$ cat src/rtl/emergency_sequencer_if.sv
// rtl/emergency_sequencer_if.sv - request inputs and status outputs of the emergency sequencer
interface emergency_sequencer_if;
  logic       enable;
  logic       sense_north;
  logic       sense_south;
  logic       emergency;
  logic       busy;
  logic [1:0] last_src;
  logic [7:0] event_count;

  modport master (
    output enable, sense_north, sense_south,
    input  emergency, busy, last_src, event_count
  );

  modport slave (
    input  enable, sense_north, sense_south,
    output emergency, busy, last_src, event_count
  );
endinterface

$ cat src/rtl/emergency_sequencer.sv
// rtl/emergency_sequencer.sv - debounced emergency-vehicle request sequencer with one-shot pulse and cooldown
module emergency_sequencer #(
  parameter int unsigned DEBOUNCE = 3,
  parameter int unsigned COOLDOWN = 8
) (
  input  logic                  clock,
  input  logic                  reset_n,
  emergency_sequencer_if.slave  bus
);

  typedef enum logic [1:0] {
    ST_IDLE     = 2'd0,
    ST_FIRE     = 2'd1,
    ST_HOLD     = 2'd2,
    ST_COOLDOWN = 2'd3
  } state_t;

  localparam logic [3:0] DEB_LAST  = 4'(DEBOUNCE - 1);
  localparam logic [5:0] COOL_LAST = 6'(COOLDOWN - 1);

  state_t     state, state_nxt;
  logic [3:0] deb_cnt, deb_nxt;
  logic [5:0] cool_cnt, cool_nxt;
  logic       fire_load;
  logic       active;

  assign active = bus.sense_north | bus.sense_south;

  // Counters are only meaningful in their own state and read as 0 elsewhere.
  always_comb begin
    state_nxt = state;
    deb_nxt   = 4'd0;
    cool_nxt  = 6'd0;
    fire_load = 1'b0;
    case (state)
      ST_IDLE: begin
        if (active && bus.enable) begin
          if (deb_cnt == DEB_LAST) begin
            state_nxt = ST_FIRE;
            fire_load = 1'b1;
          end else begin
            deb_nxt = deb_cnt + 4'd1;
          end
        end
      end
      ST_FIRE: begin
        state_nxt = ST_HOLD;
      end
      ST_HOLD: begin
        if (!bus.enable) begin
          state_nxt = ST_IDLE;
        end else if (!active) begin
          state_nxt = ST_COOLDOWN;
        end
      end
      ST_COOLDOWN: begin
        if (!bus.enable || (cool_cnt == COOL_LAST)) begin
          state_nxt = ST_IDLE;
        end else begin
          cool_nxt = cool_cnt + 6'd1;
        end
      end
      default: begin
        state_nxt = ST_IDLE;
      end
    endcase
  end

  always_ff @(posedge clock or negedge reset_n) begin
    if (!reset_n) begin
      state           <= ST_IDLE;
      deb_cnt         <= 4'd0;
      cool_cnt        <= 6'd0;
      bus.emergency   <= 1'b0;
      bus.busy        <= 1'b0;
      bus.last_src    <= 2'b00;
      bus.event_count <= 8'd0;
    end else begin
      state         <= state_nxt;
      deb_cnt       <= deb_nxt;
      cool_cnt      <= cool_nxt;
      bus.emergency <= (state_nxt == ST_FIRE);
      bus.busy      <= (state_nxt != ST_IDLE);
      if (fire_load) begin
        bus.last_src <= {bus.sense_south, bus.sense_north};
        if (bus.event_count != 8'hFF) begin
          bus.event_count <= bus.event_count + 8'd1;
        end
      end
    end
  end

endmodule
$ cat src/flat_wrapper.sv
// flat-port wrapper written by rule: the top's interface ports become plain ports
module emergency_sequencer_flat 
#(
  parameter int unsigned DEBOUNCE = 3,
  parameter int unsigned COOLDOWN = 8
)
  (clock, reset_n, bus_enable, bus_sense_north, bus_sense_south, bus_emergency, bus_busy, bus_last_src, bus_event_count);
  emergency_sequencer_if bus_i ();
  input  logic clock;
  input  logic reset_n;
  input wire logic [$bits(bus_i.enable)-1:0] bus_enable;
  input wire logic [$bits(bus_i.sense_north)-1:0] bus_sense_north;
  input wire logic [$bits(bus_i.sense_south)-1:0] bus_sense_south;
  output wire logic [$bits(bus_i.emergency)-1:0] bus_emergency;
  output wire logic [$bits(bus_i.busy)-1:0] bus_busy;
  output wire logic [$bits(bus_i.last_src)-1:0] bus_last_src;
  output wire logic [$bits(bus_i.event_count)-1:0] bus_event_count;
  assign bus_i.enable = bus_enable;
  assign bus_i.sense_north = bus_sense_north;
  assign bus_i.sense_south = bus_sense_south;
  assign bus_emergency = bus_i.emergency;
  assign bus_busy = bus_i.busy;
  assign bus_last_src = bus_i.last_src;
  assign bus_event_count = bus_i.event_count;
  emergency_sequencer #(.DEBOUNCE(DEBOUNCE), .COOLDOWN(COOLDOWN)) u_core (.clock(clock), .reset_n(reset_n), .bus(bus_i));
endmodule
$ cat config.mk
export PLATFORM = sky130hd
export DESIGN_NAME = emergency_sequencer_flat
export DESIGN_NICKNAME = d
export VERILOG_FILES = /design/src/rtl/emergency_sequencer_if.sv /design/src/rtl/emergency_sequencer.sv /design/src/flat_wrapper.sv
export SDC_FILE = /design/constraint.sdc
export NUM_CORES = 1
export LEC_CHECK = 0
export BUFFER_PORTS_ARGS = -buffer_cell sky130_fd_sc_hd__buf_2
export CAP_MARGIN = 20
export CORE_UTILIZATION = 52
export CTS_BUF_LIST = sky130_fd_sc_hd__clkbuf_8
export DETAILED_ROUTE_END_ITERATION = 7
export HOLD_SLACK_MARGIN = 0.08
export PLACE_DENSITY = 0.77
export SYNTH_ARGS = -nofsm -noshare
export SYNTH_HDL_FRONTEND = slang
export SYNTH_SLANG_ARGS = --single-unit
$ cat constraint.sdc
create_clock -name clock -period 1.45 [get_ports clock]
set_clock_uncertainty 0.05 [all_clocks]
set_input_delay 0.2175 -clock clock [delete_from_list [all_inputs] [get_ports clock]]
set_output_delay 0.2175 -clock clock [all_outputs]
set_load 0.1 [all_outputs]
# After elaboration in Yosys (flattened, before gate mapping)
# Index checks and enable logic that the tools add are counted.
[op_classes]
addsub = 3
n_eq_ne = 7
mux = 14
bitwise = 1
n_reduce_logical = 6
[op_table]
columns = ["cell", "n"]
rows = [
  ["$mux W4", 3],
  ["$mux W6", 2],
  ["$mux W2", 5],
  ["$add A8 B1 Y8 const B", 1],
  ["$ne A8 B8 Y1 const B", 1],
  ["$pmux W2 S4", 1],
  ["$add A6 B1 Y6 const B", 1],
  ["$eq A6 B3 Y1 const B", 1],
  ["$add A4 B1 Y4 const B", 1],
  ["$eq A2 B1 Y1 const B", 2],
  ["$eq A2 B2 Y1 const B", 2],
  ["$eq A4 B2 Y1 const B", 1],
  ["$mux W1", 3],
  ["$logic_not A2 Y1", 1],
  ["$reduce_and A2 Y1", 1],
  ["$reduce_bool A2 Y1", 1],
  ["$logic_and A1 B1 Y1", 1],
  ["$logic_not A1 Y1", 1],
  ["$logic_or A1 B1 Y1", 1],
  ["$or A1 B1 Y1", 1],
]
[totals]
register_bits = 24
in_bits = 5
output_inout_bits = 12

# Logic depth before layout (Yosys ltp)
# Gate-level depths: netlist of the first run.
[depth]
word_depth = 5
mapped_depth = 8

# Worst setup path before layout of the first run
# No wires, ideal clock.
[synth_timing]
path_type = "reg-to-reg"
startpoint = "reg u_core.bus.event_count[0]"
endpoint = "reg u_core.bus.event_count[1]"
setup_ns = 0.127
arrival_time_ns = 2.176
path_slack_ns = -0.902
path_stages_with_launch = 6
synth_period_minus_slack_ns = 2.352
path_cell_list = "dfrtp_1 > ha_1 > nand3_2 > nor3_4 > nor2_1 > mux2_4"
[synth_between]
elab_chain_len = 2
[synth_lines]
columns = ["element", "line", "rtl"]
rows = [
  ["start: declaration", "emergency_sequencer_if.sv:18", "output emergency, busy, last_src, event_count"],
  ["start signal: assignment", "emergency_sequencer.sv:87", "bus.event_count <= bus.event_count + 8'd1;"],
  ["branches (longest 2 deep; another with $add A8 B1 Y8)", "n/a", ""],
]
# Several ways; the timed one is not identified.
# A chain may end at the register's enable or synchronous reset.

# Worst setup path after layout of the first run
[layout_timing]
startpoint = "reg u_core.deb_cnt[0]"
endpoint = "reg u_core.bus.event_count[3]"
[layout_between]
elab_chain_len = 5
[layout_lines]
columns = ["element", "line", "rtl"]
rows = [
  ["start: declaration", "emergency_sequencer.sv:22", "logic [3:0] deb_cnt, deb_nxt;"],
  ["start signal: assignment", "emergency_sequencer.sv:80", "deb_cnt <= deb_nxt;"],
  ["$eq A4 B2 Y1", "emergency_sequencer.sv:38", "if (deb_cnt == DEB_LAST) begin"],
  ["$mux W1", "emergency_sequencer.sv:38", ""],
  ["$mux W1", "emergency_sequencer.sv:37", "if (active && bus.enable) begin"],
  ["$mux W1", "emergency_sequencer.sv:35", "case (state)"],
  ["$reduce_and A2 Y1 (no source line)", "n/a", ""],
]
# No other way between the ends.

==> out/qor.yml, run 1 <==
placed_design:
  placed_cells: 158
  pre_cts_slack_ps: -211
  gp_congestion: 0.741
  numPortBuffers: 16
  hpwl_um: 1530
cts:
  cts.clk_slew.worst_paths_ps: 90
  cts-root-buf: "clkbuf_8"
  cts.path.max_buffers: 2
  cts-buffers-inserted: 3
  clock_latency_ps: 270
  clkSinkCount: 24
  cts-htree-levels: 1
  cts_tree: "done"
detailed_routing:
  first_iter_violations: 39
  vias: 964
  wirelength_um: 3080
  vias_per_cell: 5.57
  drtAntennaViolNets: 0
  first_pass_iters: 5
  wl_per_cell_um: 17.8
  drc_errors: 0
timing:
  slew_headroom_pct: 65.0
  rsz0062_at_grt: "true"
  period_share_pct: 114
  tightest_slew_ps: 525
  finalMaxSlewViolations: 0
  hold_viol: 0
  setup_slack_ps: -199
  max_clock_freq_ghz: 0.606
  finalSetupViolations: 11
  period_minus_slack_ps: 1650
logic_synthesis:
  synth_edf_count: 0
  async_flop_share_pct: 100
  synthTopCellsByArea: "dfrtp_1 54%, xor2_1 6.3%, ha_1 4.5%, nand2_1 3.7%, nor2_1 3.7%"
  yosysUniqueCellTypes: 25
  synth.avg_cell_area_um2: 11.4
  syn_nets: 107
  synth_top_area_cell: "dfrtp_1"
  synth-seq-cells: 24
  yosysWarnings: 0
  netlist_area_mm2: 0.00112
  synth.top_cell.area_share_pct: 53.7
  yosysSeqAreaShare_pct: 53.7
  synthFlopType: "dfrtp_1"
  synth_cells: 98
layout:
  synthToLayoutAreaGrowth_pct: 50.2
  layout.nets: 156
  layout-drive-gt1-share_pct: 51.4
  antenna_cells: 0
  final_cell_mix: "27 x buf_4, 16 x dfrtp_1, 11 x nand2_1, 11 x buf_2, 10 x nor2_1"
  layout_commonest_cell: "buf_4"
  fin_cells: 173
critical_path:
  cpMaxStageDelayCell: "dfrtp_1"
  start_kind: "flop"
  worstPathArrival_ps: 1800
  cp_slowest_stage_delay_ps: 380
  crit_type: "reg -> reg"
  end_kind: "flop"
  path_max_fanout: 7
  required_ps: 1600
  crit_chain: "inv_1, ha_1, nor3b_4, nand3_4, buf_4, nor3_4, xor2_1"
power:
  cellLeakagePower_uw: 0.000805
  vdd_drop_max_v: 0.00178
  power_uw: 2440
  power.density_mw_per_mm2: 1450
floorplanning:
  die_y_um: 48.4
  rows: 16
  io_pins: 17
  fp.dieW_um: 48.4
  die_area_mm2: 0.00234
  coreArea_mm2: 0.00200
  start_util_pct: 55.9
global_route:
  grt_use_total_pct: 22.4
  antenna_found_initial: 0
  grt_pass1_wl_um: 3920
  grt_pass1_vias: 864
  grt_max_degree: 25
  grt.overflow.total: 0
status:
  status: "complete, but fails checks"
  violations: "negative setup slack"
hold_path:
  hp-class: "in -> reg"
flow_run:
  cap_violations: 0
-- cell families after synthesis --
family / after synthesis / share of synthesized area, %
buf+inv: 4 / 2.01
flops: 24 / 53.7
compound gates: 4 / 2.68
mux: 3 / 3.13
simple gates: 47 / 24.6
xor+xnor: 12 / 9.40
fa+ha+maj: 4 / 4.47
-- metrics by stage --
stage	hold WS, ps	setup TNS [ps]	cell area, um2	util, %
finish	107	-1610	1680	83.9
global route	120	-3200	1680	83.9
CTS	107	-1060	1560	77.7
detailed placement	175	-1170	1440	72.1
global placement	175	-574	1440	72.1
floorplan	-128	-1410	1160	-
-- worst max-delay path: cells and delay by family (launching register included) --
kind          cells  cell delay (ps)
xor+xnor          1              160
fa+ha+maj         1              150
buf+inv           2              240
flops             1              380
simple gates      3              590
-- cell type report --
class | instances | area (um2)
well taps | 27 | 33.8
repair buffers | 45 | 362
clock buffers | 4 | 55.1
flip-flops and latches | 24 | 621
fillers | 106 | 322
multi-input cells | 70 | 598
inverters | 3 | 11.3
-- sequential cells by signal, summed over array words and instances, names as in the netlist --
| register | cells |
|---|---|
| u_core.bus.busy | 1 |
| u_core.bus.emergency | 1 |
| u_core.bus.event_count | 8 |
| u_core.bus.last_src | 2 |
| u_core.cool_cnt | 6 |
| u_core.deb_cnt | 4 |
| u_core.state | 2 |
-- cell usage after synthesis (2+ instances only) --
master and count:
dfrtp_1 24, nand2_1 11, ha_1 4, xnor2_1 4, and3_1 2, nor3b_2 2, or2_2 2, xor2_1 8
inv_1 3, nor3b_1 2, o31ai_1 2, nor4_2 2, nor4_1 2, nand3_2 2, nor2_1 11, nand3_1 7
mux2i_1 2
-- routing by layer --
layer / GRT usage [%] / vias to the layer above / part of all wire [%] / wire length [um]
met4: 11.3 / 0 / 3.7 / 114
met1: 29.7 / 488 / 42 / 1300
met2: 34.7 / 35 / 50 / 1550
met5: 0 / - / 0 / 0
li1: - / 429 / - / -
met3: 5.03 / 12 / 3.6 / 112
-- what timing repair did --
item                                    CTS  global route
endpoints found under the hold margin    24             0
buffers inserted                          1             9
endpoints found under the setup margin   13            13
pin swaps                                 2             6
hold buffers                              1             0
resized for setup                         8            10
-- worst paths after layout --
check | startpoint | endpoint | slack, ps | depth (start not counted)
worst max register to register | u_core.deb_cnt[0]$_DFF_PN0_ | u_core.bus.event_count[3]$_DFFE_PN0P_ | -200 | 7
worst min-delay path | bus_sense_south | u_core.bus.last_src[1]$_DFFE_PN0P_ | 110 | 3
worst min register to register | u_core.bus.event_count[7]$_DFFE_PN0P_ | u_core.bus.event_count[7]$_DFFE_PN0P_ | 450 | 1
worst max-delay path | u_core.deb_cnt[0]$_DFF_PN0_ | u_core.bus.event_count[3]$_DFFE_PN0P_ | -200 | 7
max in group asynchronous | reset_n | u_core.bus.event_count[0]$_DFFE_PN0P_ | 560 | 2
min in group asynchronous | reset_n | u_core.state[1]$_DFF_PN0_ | 400 | 2
-- power by group --
part	total (uW)	switching, uW	internal, uW
logic	1130	771	361
registers	846	70.6	775
clock network	463	220	243
Power figures use the tool's default switching activity.
==> run 2, diff against run 1 <==
--- a/config.mk
+++ b/config.mk
@@ -7,11 +7,10 @@
 export LEC_CHECK = 0
 export BUFFER_PORTS_ARGS = -buffer_cell sky130_fd_sc_hd__buf_2
 export CAP_MARGIN = 20
-export CORE_UTILIZATION = 52
-export CTS_BUF_LIST = sky130_fd_sc_hd__clkbuf_8
+export CORE_UTILIZATION = 49
 export DETAILED_ROUTE_END_ITERATION = 7
 export HOLD_SLACK_MARGIN = 0.08
-export PLACE_DENSITY = 0.77
+export PLACE_DENSITY = 0.73
 export SYNTH_ARGS = -nofsm -noshare
 export SYNTH_HDL_FRONTEND = slang
 export SYNTH_SLANG_ARGS = --single-unit
==> constraint.sdc (replaced) <==
create_clock -name clock -period 1.5 [get_ports clock]
set_clock_uncertainty 0.05 [all_clocks]
set_input_delay 0.225 -clock clock [delete_from_list [all_inputs] [get_ports clock]]
set_output_delay 0.225 -clock clock [all_outputs]
set_load 0.1 [all_outputs]
==> out/qor.yml, run 2 (synthesized netlist as in run 1, its figures left out) <==
power:
  cellLeakagePower_uw: 0.000751  # was 0.000805 uW
  power.density_mw_per_mm2: 1360  # was 1450 mW/mm2
  switchingPower_uw: 999  # was 1060 uW
  swShare_pct: 44.8  # was 43.5%
  clkPwrFrac_pct: 15.2  # was 19.0%
  vdd_drop_max_v: 0.00160  # was 0.00178 V
  seq_power_share_pct: 37.3  # was 34.7%
  comb_power_share_pct: 47.5  # was 46.4%
  p_int_uw: 1230  # was 1380 uW
global_route:
  antenna_found_initial: 0  # unchanged
  grt_use_total_pct: 21.2  # was 22.4%
  grt_max_degree: 25  # unchanged
  grt_pass1_vias: 857  # was 864
  grt_pass1_wl_um: 3860  # was 3920 um
  grt.overflow.total: 0  # unchanged
detailed_routing:
  drtAntennaViolNets: 0  # unchanged
  first_pass_iters: 4  # was 5
  vias_per_cell: 5.36  # was 5.57
  drc_errors: 0  # unchanged
  first_iter_violations: 9  # was 39
  vias: 879  # was 964
  wl_per_cell_um: 16.9  # was 17.8 um
  wirelength_um: 2770  # was 3080 um
layout:
  seqCellArea_um2: 621  # unchanged
  reg_top3: "u_core.bus.event_count: 8 flops, u_core.cool_cnt: 6 flops, u_core.deb_cnt: 4 flops"  # unchanged
  antenna_cells: 0  # unchanged
  multiInputGateArea_um2: 632  # was 598 um2
  layout-drive-gt1-share_pct: 48.9  # was 51.4%
  largest_register_ffs: 8  # unchanged
  final_cell_mix: "16 x dfrtp_1, 13 x buf_4, 10 x nor2_1, 10 x buf_2, 9 x nand2_1"  # was 27 x buf_4, 16 x dfrtp_1, 11 x nand2_1, 11 x buf_2, 10 x nor2_1
  max_flop_register: "u_core.bus.event_count"  # unchanged
  layout.nets: 147  # was 156
  layout_commonest_cell: "dfrtp_1"  # was buf_4
  fillers: 125  # was 106
  synthToLayoutAreaGrowth_pct: 46.6  # was 50.2%
placed_design:
  numPortBuffers: 16  # unchanged
  hpwl_um: 1600  # was 1530 um
  gp_congestion: 0.803  # was 0.741
  pre_cts_slack_ps: -161  # was -211 ps
critical_path:
  end_kind: "flop"  # unchanged
  required_ps: 1660  # was 1600 ps
  start_kind: "flop"  # unchanged
  path_max_fanout: 6  # was 7
  worstPathArrival_ps: 1870  # was 1800 ps
  worst-r2r-cell-count: 6  # was 7
  crit_type: "reg -> reg"  # unchanged
floorplanning:
  fp.dieW_um: 49.8  # was 48.4 um
  start_util_pct: 54.2  # was 55.9%
  rows: 16  # unchanged
  die_area_mm2: 0.00248  # was 0.00234 mm2
  io_pins: 17  # unchanged
  coreArea_mm2: 0.00206  # was 0.00200 mm2
  die_y_um: 49.8  # was 48.4 um
timing:
  period_share_pct: 114  # about the same
  setup_tns_ps: -1330  # was -1610 ps
  slew_headroom_pct: 63.8  # was 65.0%
  max_clock_freq_ghz: 0.586  # was 0.606 GHz
  finalMaxSlewViolations: 0  # unchanged
  hold_viol: 0  # unchanged
  tightest_slew_ps: 543  # was 525 ps
  setup_slack_ps: -207  # was -199 ps
  rsz0062_at_grt: "true"  # unchanged
  finalSetupViolations: 11  # unchanged
  period_minus_slack_ps: 1710  # was 1650 ps
cts:
  cts.clk_slew.worst_paths_ps: 130  # was 90 ps
  cts-buffers-inserted: 3  # unchanged
  cts_tree: "done"  # unchanged
  cts.path.max_buffers: 2  # unchanged
  clock_latency_ps: 310  # was 270 ps
  clkSinkCount: 24  # unchanged
  cts-htree-levels: 1  # unchanged
  cts-root-buf: "clkbuf_4"  # was clkbuf_8
hold_path:
  hp-class: "in -> reg"  # unchanged
  holdPathStages: 3  # unchanged
status:
  status: "complete, but fails checks"  # unchanged
  violations: "negative setup slack"  # unchanged
flow_run:
  cap_violations: 0  # unchanged
## run 2: cell count changes in the layout (fill, tap and decap cells not counted), moves of 2 or more
cell / before / now
buf_4: 27 / 13
nand2_1: 11 / 9
nand2_2: 0 / 2
dlygate4sd3_1: 1 / 3
clkbuf_8: 4 / 1
clkbuf_4: 0 / 7
## run 2: path summary, 6_finish.rpt
check	slack [ps]	to	startpoint
setup reg to reg	-210	u_core.bus.event_count[1]$_DFFE_PN0P_	u_core.bus.event_count[1]$_DFFE_PN0P_
hold reg to reg	410	u_core.cool_cnt[0]$_DFF_PN0_	u_core.cool_cnt[0]$_DFF_PN0_
setup / recovery	-210	u_core.bus.event_count[1]$_DFFE_PN0P_	u_core.bus.event_count[1]$_DFFE_PN0P_
min in group asynchronous	370	u_core.cool_cnt[0]$_DFF_PN0_	reset_n
max in group asynchronous	620	u_core.bus.event_count[1]$_DFFE_PN0P_	reset_n
hold / removal	230	u_core.state[0]$_DFF_PN0_	bus_enable
## run 2: worst max-delay path, stage by stage, from the launching register on
cell,delay (ps)
dfrtp_4,450
ha_4,150
nand3_4,100
nor3_4,320
buf_12,190
nor2_4,50
mux2_4,290
## run 2: per-stage QoR
| step | hold WS, ps | std cells | util [%] | power (uW) | area (um2) |
|---|---|---|---|---|---|
| 6_report | 233 | 164 | 79.6 | 2230 | 1640 |
| 5_1_grt | 227 | 164 | 79.6 | 2320 | 1640 |
| 4_1_cts | 225 | 161 | 73.5 | 2180 | 1520 |
| 3_5_place_dp | 184 | 153 | 67.5 | 1820 | 1390 |
| 3_3_place_gp | 182 | 153 | 67.5 | 1800 | 1390 |
| 2_1_floorplan | -121 | 98 | - | 1500 | 1160 |
## run 2: layout make-up
cell class              instances  area share, %
well taps                      27           2.06
inverters                       3          0.992
clock buffers                   4           2.21
multi-input cells              70           38.5
repair buffers                 36           18.4
flip-flops and latches         24           37.8
## run 2: repair_timing
item	CTS	global route
hold buffers	3	0
gates resized for setup	9	21
buffers inserted	1	4
cloned	0	0
setup endpoints to repair	12	17
pin swaps	4	11
endpoints found under the hold margin	26	0
## run 2: power by group through the flow
stage,Combinational (uW),Clock (uW),Sequential (uW)
after global routing,1110,370,842
after detailed placement,987,0,834
final,1060,339,833
after floorplan,162,0,1340
after global placement,966,0,832
after CTS,1010,343,825
## run 2: metal layers
metal  global-route usage (%)  up-vias  routed length (um)
met3                     3.09        4                  90
met2                     34.7       20                1470
met4                     9.52        0                  24
li1                         -      412                   -
met5                        0        -                   0
met1                     27.9      443                1180
==> run 3, diff against run 2 <==
--- a/config.mk
+++ b/config.mk
@@ -7,10 +7,9 @@
 export LEC_CHECK = 0
 export BUFFER_PORTS_ARGS = -buffer_cell sky130_fd_sc_hd__buf_2
 export CAP_MARGIN = 20
-export CORE_UTILIZATION = 49
+export CORE_UTILIZATION = 25
 export DETAILED_ROUTE_END_ITERATION = 7
 export HOLD_SLACK_MARGIN = 0.08
-export PLACE_DENSITY = 0.73
 export SYNTH_ARGS = -nofsm -noshare
 export SYNTH_HDL_FRONTEND = slang
 export SYNTH_SLANG_ARGS = --single-unit
==> out/qor.yml, run 3 (synthesized netlist as in run 1, its figures left out) <==
status:
  status: "complete, but fails checks"  # unchanged
  violations: "negative setup slack"  # unchanged
floorplanning:
  die_y_um: 68.9  # was 49.8 um
  die_area_mm2: 0.00475  # was 0.00248 mm2
  fp.dieW_um: 68.9  # was 49.8 um
  coreArea_mm2: 0.00414  # was 0.00206 mm2
  rows: 23  # was 16
  io_pins: 17  # unchanged
  start_util_pct: 27.0  # was 54.2%
timing:
  tightest_slew_ps: 547  # was 543 ps
  rsz0062_at_grt: "true"  # unchanged
  finalSetupViolations: 11  # unchanged
  max_clock_freq_ghz: 0.624  # was 0.586 GHz
  finalMaxSlewViolations: 0  # unchanged
  hold_viol: 0  # unchanged
  slew_headroom_pct: 63.5  # was 63.8%
  setup_slack_ps: -102  # was -207 ps
  period_share_pct: 107  # was 114%
  period_minus_slack_ps: 1600  # was 1710 ps
layout:
  fin_cells: 193  # was 164
  layout_commonest_cell: "buf_4"  # was dfrtp_1
  max_flop_register: "u_core.bus.event_count"  # unchanged
  largest_register_ffs: 8  # unchanged
  post-route-util_pct: 40.3  # was 79.6%
  layout.nets: 153  # was 147
  reg_top3: "u_core.bus.event_count: 8 flops, u_core.cool_cnt: 6 flops, u_core.deb_cnt: 4 flops"  # unchanged
  antenna_cells: 0  # unchanged
  fillers: 415  # was 125
  final_cell_mix: "25 x buf_4, 16 x dfrtp_1, 13 x buf_2"  # was 16 x dfrtp_1, 13 x buf_4, 10 x nor2_1, 10 x buf_2, 9 x nand2_1
  synthToLayoutAreaGrowth_pct: 49.2  # was 46.6%
  layout-drive-gt1-share_pct: 50.3  # was 48.9%
critical_path:
  worstReg2RegEnd: "u_core.bus.event_count[4]$_DFFE_PN0P_"  # was u_core.bus.event_count[1]$_DFFE_PN0P_
  required_ps: 1590  # was 1660 ps
  worstPathArrival_ps: 1690  # was 1870 ps
  reg2reg_setup_slack_ps: -100  # was -210 ps
  end_kind: "flop"  # unchanged
  crit_type: "reg -> reg"  # unchanged
  path_max_fanout: 7  # was 6
  start_kind: "flop"  # unchanged
  reg2reg_from: "u_core.deb_cnt[0]$_DFF_PN0_"  # was u_core.bus.event_count[1]$_DFFE_PN0P_
  worst-r2r-cell-count: 7  # was 6
power:
  vdd_drop_max_v: 0.00150  # was 0.00160 V
  cellLeakagePower_uw: 0.000789  # was 0.000751 uW
  power_uw: 2300  # was 2230 uW
  power.density_mw_per_mm2: 1380  # was 1360 mW/mm2
global_route:
  grt.overflow.total: 0  # unchanged
  grt_pass1_wl_um: 3850  # was 3860 um
  grt_pass1_vias: 879  # was 857
  grt_use_total_pct: 11.0  # was 21.2%
  grt_max_degree: 25  # unchanged
  antenna_found_initial: 0  # unchanged
cts:
  cts.clk_slew.worst_paths_ps: 80  # was 130 ps
  cts-root-buf: "clkbuf_8"  # was clkbuf_4
  cts_tree: "done"  # unchanged
  cts-htree-levels: 1  # unchanged
  cts-buffers-inserted: 3  # unchanged
  cts.path.max_buffers: 2  # unchanged
  clkSinkCount: 24  # unchanged
  clock_latency_ps: 260  # was 310 ps
detailed_routing:
  vias: 860  # was 879
  wl_per_cell_um: 12.0  # was 16.9 um
  drc_errors: 0  # unchanged
  wirelength_um: 2310  # was 2770 um
  first_iter_violations: 9  # unchanged
  drtAntennaViolNets: 0  # unchanged
  first_pass_iters: 2  # was 4
  vias_per_cell: 4.46  # was 5.36
hold_path:
  holdPathStages: 3  # unchanged
  hp-class: "in -> reg"  # unchanged
  hold_start: "bus_sense_south"  # was bus_enable
  hold-path-endpoint: "u_core.bus.last_src[1]$_DFFE_PN0P_"  # was u_core.state[0]$_DFF_PN0_
placed_design:
  placed_cells: 179  # was 153
  hpwl_um: 1650  # was 1600 um
  gp_congestion: 0.742  # was 0.803
  numPortBuffers: 16  # unchanged
flow_run:
  cap_violations: 0  # unchanged
-- run 3: power by group --
group	internal (uW)	leakage, uW	total [uW]	switching (uW)
registers	749	0.000314	823	74.2
clock network	234	0.0000288	431	198
logic	330	0.000446	1040	712
-- run 3: per-stage QoR --
stage	hold slack (ps)	cell area (um2)	worst slack [ps]	TNS, ps
2_1_floorplan	-121	1160	-241	-1010
3_3_place_gp	181	1440	-79.6	-267
3_5_place_dp	193	1440	-150	-635
4_1_cts	121	1580	-106	-852
5_1_grt	127	1670	-229	-2500
6_report	120	1670	-102	-826
-- run 3: how the worst max path moves through the flow --
stage                                           from  cells after the start  slack, ps                                     to
6_report                 u_core.deb_cnt[0]$_DFF_PN0_                      7       -100  u_core.bus.event_count[4]$_DFFE_PN0P_
5_1_grt                  u_core.deb_cnt[0]$_DFF_PN0_                      6       -230  u_core.bus.event_count[7]$_DFFE_PN0P_
4_1_cts                  u_core.deb_cnt[0]$_DFF_PN0_                      6       -110  u_core.bus.event_count[7]$_DFFE_PN0P_
3_5_place_dp             u_core.deb_cnt[0]$_DFF_PN0_                      7       -150  u_core.bus.event_count[4]$_DFFE_PN0P_
3_3_place_gp             u_core.deb_cnt[0]$_DFF_PN0_                      6        -80  u_core.bus.event_count[1]$_DFFE_PN0P_
2_1_floorplan  u_core.bus.event_count[1]$_DFFE_PN0P_                      5       -240  u_core.bus.event_count[1]$_DFFE_PN0P_
-- run 3: per-layer routing --
layer / routed length (um) / vias to the layer above / track usage (%) / share of wire [%]
li1: - / 429 / - / -
met1: 1110 / 416 / 14.9 / 48
met2: 1090 / 13 / 17.5 / 47
met3: 85 / 2 / 1.81 / 3.7
met4: 27 / 0 / 3.83 / 1.2
met5: 0 / - / 0 / 0
-- run 3: final cells by class --
type | instances | area, um2 | share of cell area [%]
tap | 50 | 62.6 | 3.75
timing repair buffer | 42 | 314 | 18.8
inverter | 3 | 11.3 | 0.675
clock buffer | 4 | 55.1 | 3.30
multi-input combinational | 70 | 606 | 36.3
sequential | 24 | 621 | 37.2
-- run 3: timing repair --
item,4_1_cts,5_1_grt
resized for setup,8,8
hold endpoints to repair,24,0
setup endpoints to repair,11,14
pin swaps,2,5
hold buffers,1,0
setup buffers,5,4
-- run 3: worst max-delay path, stage by stage, from the launching register on --
cell and delay, ps:
dfrtp_1 390, inv_1 60, ha_1 140, nor3b_4 240, nand3_4 170, buf_6 170, o31ai_4 170, o31ai_2 90
